===== config.mk =====
export PLATFORM = sky130hd
export DESIGN_NAME = mito_acc_engine_flat
export DESIGN_NICKNAME = d
export VERILOG_FILES = /design/src/rtl/mito_acc_if.sv /design/src/rtl/mito_acc_engine.sv /design/src/flat_wrapper.sv
export SDC_FILE = /design/constraint.sdc
export NUM_CORES = 1
export LEC_CHECK = 0
export CAP_MARGIN = 10
export CELL_PAD_IN_SITES_DETAIL_PLACEMENT = 1
export CELL_PAD_IN_SITES_GLOBAL_PLACEMENT = 1
export CORE_ASPECT_RATIO = 1.4
export CORE_MARGIN = 1
export CORE_UTILIZATION = 45
export CTS_BUF_LIST = sky130_fd_sc_hd__clkbuf_2
export DETAILED_ROUTE_END_ITERATION = 16
export GPL_ROUTABILITY_DRIVEN = 0
export PLACE_DENSITY_LB_ADDON = 0.1
export SYNTH_ARGS = -nofsm -noshare
export SYNTH_HDL_FRONTEND = slang
export SYNTH_SLANG_ARGS = --single-unit

===== constraint.sdc =====
create_clock -name clk -period 9.8 [get_ports clk]
set_input_delay 1.47 -clock clk [delete_from_list [all_inputs] [get_ports clk]]
set_output_delay 1.47 -clock clk [all_outputs]
set_load 0.02 [all_outputs]

===== src/rtl/mito_acc_if.sv =====
// rtl/mito_acc_if.sv - host/engine handshake bundle for the MITO compute engine
// Purpose: groups job control, input word stream and result stream of mito_acc_engine.
// Signals:
//   start/mode/num_out   job launch (host -> engine)
//   in_valid/in_ready/in_data     element stream into the engine
//   out_valid/out_ready/out_data  result stream out of the engine
//   busy/done/err        job status (engine -> host)
// Modports: master = host side, slave = engine side.
interface mito_acc_if #(
  parameter int IN_WIDTH  = 32,
  parameter int OUT_WIDTH = 32
);
  logic                 start;
  logic [1:0]           mode;
  logic [15:0]          num_out;
  logic                 in_valid;
  logic                 in_ready;
  logic [IN_WIDTH-1:0]  in_data;
  logic                 out_valid;
  logic                 out_ready;
  logic [OUT_WIDTH-1:0] out_data;
  logic                 busy;
  logic                 done;
  logic                 err;

  modport master (
    output start, mode, num_out, in_valid, in_data, out_ready,
    input  in_ready, out_valid, out_data, busy, done, err
  );

  modport slave (
    input  start, mode, num_out, in_valid, in_data, out_ready,
    output in_ready, out_valid, out_data, busy, done, err
  );
endinterface


===== src/rtl/mito_acc_engine.sv =====
// rtl/mito_acc_engine.sv - single-lane MAC / bias / activation / max-pool engine
// Purpose: streams ifm, weight and bias words, accumulates NUM_CH x WIN products, adds bias,
//   requantises (shift + saturate, ReLU for convolution) or computes a POOL_N-element max.
// Ports:
//   clk    rising-edge clock
//   rst_n  asynchronous active-low reset
//   bus    mito_acc_if.slave: start/mode/num_out, in_* stream, out_* stream, busy/done/err
module mito_acc_engine #(
  parameter int IN_WIDTH   = 32,
  parameter int OUT_WIDTH  = 32,
  parameter int DATA_WIDTH = 8,
  parameter int WIN        = 9,
  parameter int NUM_CH     = 1,
  parameter int POOL_N     = 4,
  parameter int ACC_WIDTH  = 24,
  parameter int SHIFT      = 0
) (
  input logic       clk,
  input logic       rst_n,
  mito_acc_if.slave bus
);

  localparam logic [1:0] MODE_CONV  = 2'b01;
  localparam logic [1:0] MODE_FULLY = 2'b10;
  localparam logic [1:0] MODE_POOL  = 2'b11;

  // One tap counter serves both the MAC window and the pool window.
  localparam int CNT_MAX = (WIN > POOL_N) ? WIN : POOL_N;
  localparam int CNT_W   = $clog2(CNT_MAX + 1);
  localparam int IDX_W   = (WIN > 1) ? $clog2(WIN) : 1;
  localparam int CH_W    = $clog2(NUM_CH + 1);
  localparam int PROD_W  = 2 * DATA_WIDTH;

  localparam logic [CNT_W-1:0] WIN_LAST  = CNT_W'(WIN - 1);
  localparam logic [CNT_W-1:0] POOL_LAST = CNT_W'(POOL_N - 1);
  localparam logic [CH_W-1:0]  CH_LAST   = CH_W'(NUM_CH - 1);

  localparam logic signed [ACC_WIDTH-1:0] SAT_MAX = ACC_WIDTH'((2 ** (DATA_WIDTH - 1)) - 1);
  localparam logic signed [ACC_WIDTH-1:0] SAT_MIN = ACC_WIDTH'(-(2 ** (DATA_WIDTH - 1)));

  typedef enum logic [2:0] {
    S_IDLE, S_LD_IFM, S_LD_WGT, S_LD_BIAS, S_ACT, S_OUT, S_DONE
  } state_t;

  state_t state, state_nxt;

  logic [1:0]                   mode_q;
  logic [15:0]                  num_out_q;
  logic [15:0]                  out_cnt;
  logic [CNT_W-1:0]             tap;
  logic [CH_W-1:0]              ch;
  logic signed [ACC_WIDTH-1:0]  acc;
  logic signed [DATA_WIDTH-1:0] ifm_buf [WIN];
  logic signed [DATA_WIDTH-1:0] pmax;
  logic [OUT_WIDTH-1:0]         out_q;
  logic                         err_q;

  logic                         in_fire, out_fire;
  logic                         is_pool, ifm_last, wgt_last, ch_last, out_last;
  logic [IDX_W-1:0]             tap_idx;
  logic signed [DATA_WIDTH-1:0] elem;
  logic signed [PROD_W-1:0]     prod;
  logic signed [ACC_WIDTH-1:0]  prod_ext, bias_ext, shifted;
  logic signed [DATA_WIDTH-1:0] act_res;

  assign in_fire  = bus.in_valid & bus.in_ready;
  assign out_fire = bus.out_valid & bus.out_ready;
  assign elem     = bus.in_data[DATA_WIDTH-1:0];
  assign is_pool  = (mode_q == MODE_POOL);
  assign ifm_last = (tap == (is_pool ? POOL_LAST : WIN_LAST));
  assign wgt_last = (tap == WIN_LAST);
  assign ch_last  = (ch == CH_LAST);
  assign out_last = ((out_cnt + 16'd1) == num_out_q);
  assign tap_idx  = IDX_W'(tap);

  // Full-precision product and bias, sign-extended into the accumulator width.
  assign prod     = ifm_buf[tap_idx] * elem;
  assign prod_ext = {{(ACC_WIDTH - PROD_W){prod[PROD_W-1]}}, prod};
  assign bias_ext = {{(ACC_WIDTH - DATA_WIDTH){elem[DATA_WIDTH-1]}}, elem};
  assign shifted  = acc >>> SHIFT;

  generate
    if (IN_WIDTH > DATA_WIDTH) begin : g_in_upper
      logic unused_in_upper;
      assign unused_in_upper = ^bus.in_data[IN_WIDTH-1:DATA_WIDTH];
    end
  endgenerate

  assign bus.in_ready  = (state == S_LD_IFM) || (state == S_LD_WGT) || (state == S_LD_BIAS);
  assign bus.out_valid = (state == S_OUT);
  assign bus.busy      = (state != S_IDLE);
  assign bus.done      = (state == S_DONE);
  assign bus.err       = err_q;
  assign bus.out_data  = out_q;

  // Requantisation: pool passes the max through unshifted; the others saturate.
  always_comb begin
    act_res = '0;
    case (mode_q)
      MODE_POOL: act_res = pmax;
      MODE_CONV: begin
        if (shifted < 0)             act_res = '0;
        else if (shifted > SAT_MAX)  act_res = DATA_WIDTH'(SAT_MAX);
        else                         act_res = DATA_WIDTH'(shifted);
      end
      MODE_FULLY: begin
        if (shifted < SAT_MIN)       act_res = DATA_WIDTH'(SAT_MIN);
        else if (shifted > SAT_MAX)  act_res = DATA_WIDTH'(SAT_MAX);
        else                         act_res = DATA_WIDTH'(shifted);
      end
      default: act_res = '0;
    endcase
  end

  always_ff @(posedge clk or negedge rst_n) begin
    if (!rst_n) state <= S_IDLE;
    else        state <= state_nxt;
  end

  always_comb begin
    state_nxt = state;
    case (state)
      S_IDLE: begin
        if (bus.start && bus.mode != 2'b00)
          state_nxt = (bus.num_out == 16'd0) ? S_DONE : S_LD_IFM;
      end
      S_LD_IFM: begin
        if (in_fire && ifm_last) state_nxt = is_pool ? S_ACT : S_LD_WGT;
      end
      S_LD_WGT: begin
        if (in_fire && wgt_last) state_nxt = ch_last ? S_LD_BIAS : S_LD_IFM;
      end
      S_LD_BIAS: begin
        if (in_fire) state_nxt = S_ACT;
      end
      S_ACT:   state_nxt = S_OUT;
      S_OUT: begin
        if (out_fire) state_nxt = out_last ? S_DONE : S_LD_IFM;
      end
      S_DONE:  state_nxt = S_IDLE;
      default: state_nxt = S_IDLE;
    endcase
  end

  always_ff @(posedge clk or negedge rst_n) begin
    if (!rst_n) begin
      mode_q    <= 2'b00;
      num_out_q <= '0;
      out_cnt   <= '0;
      tap       <= '0;
      ch        <= '0;
      acc       <= '0;
      pmax      <= '0;
      out_q     <= '0;
      err_q     <= 1'b0;
      for (int i = 0; i < WIN; i++) ifm_buf[i] <= '0;
    end else begin
      err_q <= (state == S_IDLE) && bus.start && (bus.mode == 2'b00);
      case (state)
        S_IDLE: begin
          if (bus.start && bus.mode != 2'b00) begin
            mode_q    <= bus.mode;
            num_out_q <= bus.num_out;
            out_cnt   <= '0;
            tap       <= '0;
            ch        <= '0;
            acc       <= '0;
          end
        end
        S_LD_IFM: begin
          if (in_fire) begin
            if (!is_pool) ifm_buf[tap_idx] <= elem;
            // First element of a pool window seeds the running max.
            if (tap == '0 || elem > pmax) pmax <= elem;
            tap <= ifm_last ? '0 : tap + 1'b1;
          end
        end
        S_LD_WGT: begin
          if (in_fire) begin
            acc <= acc + prod_ext;
            if (wgt_last) begin
              tap <= '0;
              if (!ch_last) ch <= ch + 1'b1;
            end else begin
              tap <= tap + 1'b1;
            end
          end
        end
        S_LD_BIAS: begin
          if (in_fire) acc <= acc + bias_ext;
        end
        S_ACT: out_q <= {{(OUT_WIDTH - DATA_WIDTH){act_res[DATA_WIDTH-1]}}, act_res};
        S_OUT: begin
          if (out_fire) begin
            out_cnt <= out_cnt + 16'd1;
            acc     <= '0;
            ch      <= '0;
            tap     <= '0;
          end
        end
        default: ;
      endcase
    end
  end

endmodule

===== src/flat_wrapper.sv =====
// flat-port wrapper written by rule: the top's interface ports become plain ports
module mito_acc_engine_flat 
#(
  parameter int IN_WIDTH   = 32,
  parameter int OUT_WIDTH  = 32,
  parameter int DATA_WIDTH = 8,
  parameter int WIN        = 9,
  parameter int NUM_CH     = 1,
  parameter int POOL_N     = 4,
  parameter int ACC_WIDTH  = 24,
  parameter int SHIFT      = 0
)
  (clk, rst_n, bus_start, bus_mode, bus_num_out, bus_in_valid, bus_in_data, bus_out_ready, bus_in_ready, bus_out_valid, bus_out_data, bus_busy, bus_done, bus_err);
  mito_acc_if #(.IN_WIDTH(IN_WIDTH), .OUT_WIDTH(OUT_WIDTH)) bus_i ();
  input logic clk;
  input logic rst_n;
  input wire logic [$bits(bus_i.start)-1:0] bus_start;
  input wire logic [$bits(bus_i.mode)-1:0] bus_mode;
  input wire logic [$bits(bus_i.num_out)-1:0] bus_num_out;
  input wire logic [$bits(bus_i.in_valid)-1:0] bus_in_valid;
  input wire logic [$bits(bus_i.in_data)-1:0] bus_in_data;
  input wire logic [$bits(bus_i.out_ready)-1:0] bus_out_ready;
  output wire logic [$bits(bus_i.in_ready)-1:0] bus_in_ready;
  output wire logic [$bits(bus_i.out_valid)-1:0] bus_out_valid;
  output wire logic [$bits(bus_i.out_data)-1:0] bus_out_data;
  output wire logic [$bits(bus_i.busy)-1:0] bus_busy;
  output wire logic [$bits(bus_i.done)-1:0] bus_done;
  output wire logic [$bits(bus_i.err)-1:0] bus_err;
  assign bus_i.start = bus_start;
  assign bus_i.mode = bus_mode;
  assign bus_i.num_out = bus_num_out;
  assign bus_i.in_valid = bus_in_valid;
  assign bus_i.in_data = bus_in_data;
  assign bus_i.out_ready = bus_out_ready;
  assign bus_in_ready = bus_i.in_ready;
  assign bus_out_valid = bus_i.out_valid;
  assign bus_out_data = bus_i.out_data;
  assign bus_busy = bus_i.busy;
  assign bus_done = bus_i.done;
  assign bus_err = bus_i.err;
  mito_acc_engine #(.IN_WIDTH(IN_WIDTH), .OUT_WIDTH(OUT_WIDTH), .DATA_WIDTH(DATA_WIDTH), .WIN(WIN), .NUM_CH(NUM_CH), .POOL_N(POOL_N), .ACC_WIDTH(ACC_WIDTH), .SHIFT(SHIFT)) u_core (.clk(clk), .rst_n(rst_n), .bus(bus_i));
endmodule

Yosys cells after proc, flatten, opt, wreduce, memory -nomap -nowiden. Cells that the tools add are included.

Register bits: 155. Bits in latches: 0. RAM bits: 0. Memory bits (read-only): 0. Output and inout port bits: 37. Memories kept: 0.

$add $sub $neg: 5. $mul: 1. Div/mod/pow operators: 0. Magnitude comparators: 6. Equal/unequal tests: 20. Shift operators: 0. Mux-type cells: 42. Bitwise operators: 4. Reductions and logical operators: 27.

Operator list (number): 2-to-1 mux 24 bit (4); case mux 24 bit (4 select lines) (1); bitwise mux 72 bit (1); 2-to-1 mux 8 bit (6); binary-select mux 8 bit (select 4 bit) (1); demux 8 bit (select 4 bit) (1); 2-to-1 mux 16 bit (2); case mux 16 bit (2 select lines) (1); 2-to-1 mux 4 bit (7); adder 24 x 16 -> 24 bit (1); adder 24 x 8 -> 24 bit (1); greater-than comparator 24 x 8 -> 1 bit (second input constant) (1); less-than comparator 24 x 1 -> 1 bit (second input constant) (1); less-than comparator 24 x 8 -> 1 bit (second input constant) (1); 2-to-1 mux 3 bit (8); case mux 8 bit (3 select lines) (1); AND reduction 5 bit (4); case mux 3 bit (6 select lines) (1); adder 16 x 1 -> 16 bit (second input constant) (1); equality test 16 bit (1); zero test 16 bit (1); multiplier 8 x 8 -> 16 bit (1); case mux 4 bit (4 select lines) (1); inequality test 2 x 1 -> 1 bit (second input constant) (5); 29 further kinds (52).

Depth between registers and ports, before layout.
Word-level depth: 8. Gate-level depth with buffers: 26. Depth with buffers taken out: 25.

Worst setup path before layout. OpenSTA, ideal clock, no wires.

Path type: register -> register. Start point: reg u_core.tap[0]. End point: reg u_core.acc[22]. Library setup time: 0.124 ns. Arrival time: 6.824 ns. Required time: 9.676 ns. Slack: 2.853 ns. Cell stages (with the launch flop): 22. Buffers on the path: 1. Cell sequence: dfrtp_1 > buf_1 > nor4_1 > nand2_1 > o21ai_0 > and2_1 > inv_1 > fa_1 > inv_1 > fa_1 > fa_1 > fa_1 > fa_1 > ha_1 > o21ai_0 > a21boi_0 > o21ai_0 > a21oi_1 > o32ai_1 > o21ba_2 > mux2i_1 > a211o_1.

Word-level cells in the longest chain between the ends: 8.

Ends and longest elaborated chain: start, declared (RTL line mito_acc_engine.sv:50) `logic [CNT_W-1:0] tap;`; start signal, assigned (RTL line mito_acc_engine.sv:175) `tap <= ifm_last ? '0 : tap + 1'b1;`; start signal, assigned (RTL line mito_acc_engine.sv:185) `tap <= tap + 1'b1;`; inverter 4 -> 5 bit (implied by the code) (RTL line mito_acc_engine.sv:77) `assign prod = ifm_buf[tap_idx] * elem;`; binary-select mux 8 bit (select 4 bit) (RTL line mito_acc_engine.sv:77); 2-to-1 mux 8 bit (implied by the code) (2 in series) (RTL line mito_acc_engine.sv:77); multiplier 8 x 8 -> 16 bit (RTL line mito_acc_engine.sv:77); adder 24 x 16 -> 24 bit (RTL line mito_acc_engine.sv:180) `acc <= acc + prod_ext;`; 2-to-1 mux 24 bit (RTL line mito_acc_engine.sv:179) `if (in_fire) begin`; case mux 24 bit (4 select lines) (RTL line mito_acc_engine.sv:159) `case (state)`; end signal, assigned (RTL line mito_acc_engine.sv:180); end signal, assigned (RTL line mito_acc_engine.sv:190) `if (in_fire) acc <= acc + bias_ext;`; end, declared (RTL line mito_acc_engine.sv:52) `logic signed [ACC_WIDTH-1:0] acc;`.

Every way passes these cells. The select of a mux whose other input is x is not followed. A chain may end at the register's enable or synchronous reset.

Worst setup path after layout.
Start point: reg u_core.tap[1]. End point: reg u_core.acc[17].

Same word-level chain as after synthesis.

==> metrics.csv <==
stage,metric,value,unit
sta,Slew @ Worst Pin,1101,ps
sta,RSZ-0062 raised after global routing,no,
clock_network,post-CTS resize count,0,
worst_hold_path,worst min-delay path class,flop to flop,
synthesis,Syn Nets,1596,
global_routing,initial antenna violation count,1,
synthesis,async set or reset register ratio after synthesis,100.0,%
sta,Final Hold Fails,0,
sta,Slew HR,25.97,%
synthesis,number of flops mapped to enable cells by yosys,0,
die,IO Pins,92,
setup_path,Setup CP Type,flop to flop,
setup_path,worst r2r dst,u_core.acc[17]$_DFFE_PN0P_,
die,total die area,0.03021,mm²
global_routing,vias in the first global route,10900,
sta,setup TNS,0,ps
synthesis,leading register cell type out of synthesis,dfrtp_1,
setup_path,worst reg2reg path startpoint,u_core.tap[1]$_DFFE_PN0P_,
placement,DPL Wire Length,27420,µm
synthesis,register area share after synthesis,29.02,%
clock_network,clock latency on the worst-skew pair,790,ps
layout,number of fill cells,3283,
drt,Remaining DRCs,0,
clock_network,CTS tree,done,
setup_path,R2R Setup Slk,2020,ps
drt,Total Wirelength,35780,µm
clock_network,number of H-tree levels,4,
die,core area,0.02907,mm²
sta,post-layout min period,7778,ps
worst_hold_path,hold depth,2,
setup_path,CP max FO,23,
layout,nets@finish,1630,
sta,"Slew Viols, Final",0,
synthesis,Post-Synthesis Cells,1346,
clock_network,# hold bufs at CTS,0,
synthesis,"flops & latches, synth",154,
synthesis,synthesized area,0.01328,mm²
die,Die Y,205.2,µm
setup_path,arrival time at the worst endpoint,8430,ps
synthesis,share of the synthesized area in the top cell type,29.02,%
sta,clock skew,66.83,ps
clock_network,clock buffer depth,2,
sta,final worst path period share,79.37,%
die,Cell Rows,74,
drt,TritonRoute pass-1 iters,4,
status,status,"finished, final reports clean",
placement,Port-buffer cells,67,
layout,area occupied by registers,0.003854,mm²
drt,Vias per Instance,5.590,
synthesis,Synth cell types,72,
setup_path,crit path to,u_core.acc[17]$_DFFE_PN0P_,
synthesis,Ys Warns,0,
synthesis,Mean Syn Cell Area,9.865,µm²
clock_network,clock sinks,154,
clock_network,Root Buffer,clkbuf_2,
die,Die X,147.2,µm
sta,setup violators final,0,
clock_network,cts bufs inserted,17,
setup_path,crit path capture type,flop,
setup_path,worst endpoint required time,10450,ps
drt,routed vias,9916,
global_routing,largest net degree at the start of global routing,94,
die,Initial Utilization,45.67,%
drt,Routed Antenna Nets,0,
drt,Avg WL per Cell,20.17,µm
layout,ratio of cells with drive above 1 in the final layout,11.77,%
sta,fmax,0.1286,GHz
setup_path,Setup crit start kind,flop,
global_routing,first-pass GRT wire length,58620,µm
synthesis,Area contributors post-synth,"dfrtp_1 29%, fa_1 16%, ha_1 8.5%",
setup_path,worst setup path start,u_core.tap[1]$_DFFE_PN0P_,
clock_network,Post-CTS Setup Bufs,0,
global_routing,total grt overflow,0,
clock_network,Clock transition at path regs,280,ps
drt,DR iter-0 viols,427,
layout,area occupied by multi-input gates,0.008591,mm²
global_routing,Tot GR Track Use,25.11,%
setup_path,Reg2Reg Depth,21,
synthesis,largest area contributor in the synthesized netlist,dfrtp_1,
flow_run,Max Cap Viol,0,
layout,area delta synth->final,8.961,%
final cells by class:
| cell class | instances | area share (%) |
|---|---|---|
| Clock buffer | 17 | 0.5881 |
| Tap cell | 380 | 3.286 |
| Clock inverter | 15 | 1.219 |
| Timing Repair Buffer | 87 | 5.682 |
| Multi-Input combinational cell | 997 | 59.38 |
| Antenna cell | 1 | 0.01730 |
| Sequential cell | 154 | 26.64 |
| Inverter | 123 | 3.191 |
through the flow:
| step | hold WS, ps | worst slack [ps] | area, µm² | std cells | util (%) |
|---|---|---|---|---|---|
| floorplan | 444.6 | 2853 | 13280 | 1346 | - |
| global placement | 456.2 | 1945 | 14200 | 1741 | 48.86 |
| detailed placement | 467.4 | 1894 | 14200 | 1741 | 48.86 |
| CTS | 519.6 | 1870 | 14470 | 1773 | 49.75 |
| global route | 531.7 | 1426 | 14470 | 1774 | 49.76 |
| finish | 517.7 | 2022 | 14470 | 1774 | 49.76 |
cell usage in the layout, fill, tap and decap left out, types with 5 or more instances in the layout:
cell	instances
a21o_1	22
a21oi_1	52
a22oi_1	14
a31oi_1	6
and2_1	42
buf_4	20
clkbuf_2	17
clkdlybuf4s50_1	66
dfrtp_1	154
fa_1	105
ha_1	90
inv_1	120
inv_6	5
mux2_2	74
mux2i_1	21
mux4_2	16
nand2_1	142
nand2b_1	11
nand3_1	22
nand4_1	10
nor2_1	76
nor2b_1	8
nor3_1	12
nor4_1	12
o21a_1	6
o21ai_0	101
o21ai_1	6
o22ai_1	5
o31ai_1	8
xnor2_1	37
xor2_1	24
metal layers:
layer	up-vias	part of all wire (%)	track usage (%)
met5	-	0	0
met1	5111	42	30.23
met2	95	54	46.58
li1	4659	-	-
met3	51	1.2	2.018
met4	0	3.0	9.021
cells in the mapped netlist (7+ instances only):
cell type / instances
mux2_2: 74
xor2_1: 24
clkbuf_1: 36
buf_1: 7
a21oi_1: 52
dfrtp_1: 154
and2_1: 42
mux4_2: 16
nand4_1: 10
ha_1: 90
nand3_1: 22
nor2_1: 77
inv_1: 120
fa_1: 105
nand2b_1: 11
buf_4: 24
a22oi_1: 14
a21o_1: 22
nand2_1: 142
o21ai_0: 101
xnor2_1: 37
mux2i_1: 21
nor2b_1: 8
nor4_1: 12
o31ai_1: 8
nor3_1: 13
worst max-delay path, cell delays in order, from the launching register on:
cell and delay [ps]:
dfrtp_1 1070, mux4_2 380, mux2i_1 120, o21ai_0 700, and2_1 350, fa_1 580, inv_1 370, fa_1 610
inv_1 50, fa_1 470, fa_1 490, ha_1 310, ha_1 360, a21oi_1 160, o21ai_0 240, nor2_1 180
o31ai_1 150, a21o_1 230, a21o_1 170, a21oi_1 190, mux2i_1 350, a31oi_1 130
worst min-delay path by stage:
stage                                    from                             end  slack, ps
2_1_floorplan  u_core.ifm_buf[16]$_DFFE_PN0P_  u_core.ifm_buf[16]$_DFFE_PN0P_        440
3_3_place_gp   u_core.ifm_buf[56]$_DFFE_PN0P_  u_core.ifm_buf[56]$_DFFE_PN0P_        460
3_5_place_dp   u_core.ifm_buf[16]$_DFFE_PN0P_  u_core.ifm_buf[16]$_DFFE_PN0P_        470
4_1_cts        u_core.ifm_buf[55]$_DFFE_PN0P_  u_core.ifm_buf[55]$_DFFE_PN0P_        520
5_1_grt        u_core.ifm_buf[16]$_DFFE_PN0P_  u_core.ifm_buf[16]$_DFFE_PN0P_        530
6_report       u_core.ifm_buf[16]$_DFFE_PN0P_  u_core.ifm_buf[16]$_DFFE_PN0P_        520
cells by family (layout without fill, tap and decap cells):
group                      after synthesis  count (layout)  synth area share [%]
other                                    0               1                     0
AOI/OAI and AO/OA                      266             266                 12.46
buffers and inverters                  195             242                 6.332
adders and majority gates              195             195                 24.31
xor gates and xnor gates                61              61                 4.024
DFF                                    154             154                 29.02
and+or+nand+nor                        364             364                 13.28
muxes                                  111             111                 10.57
flip-flops by register name, summed over array words and instances (netlist names):
name and flops:
u_core.bus.out_data 8, u_core.state 3, u_core.acc 24, u_core.tap 4
u_core.ifm_buf 72, u_core.num_out_q 16, u_core.mode_q 2, u_core.pmax 8
u_core.out_cnt 16, u_core.bus.err 1
Power is not shown: default switching activity piles up to over one toggle a cycle in this logic, so the estimate is an artifact.
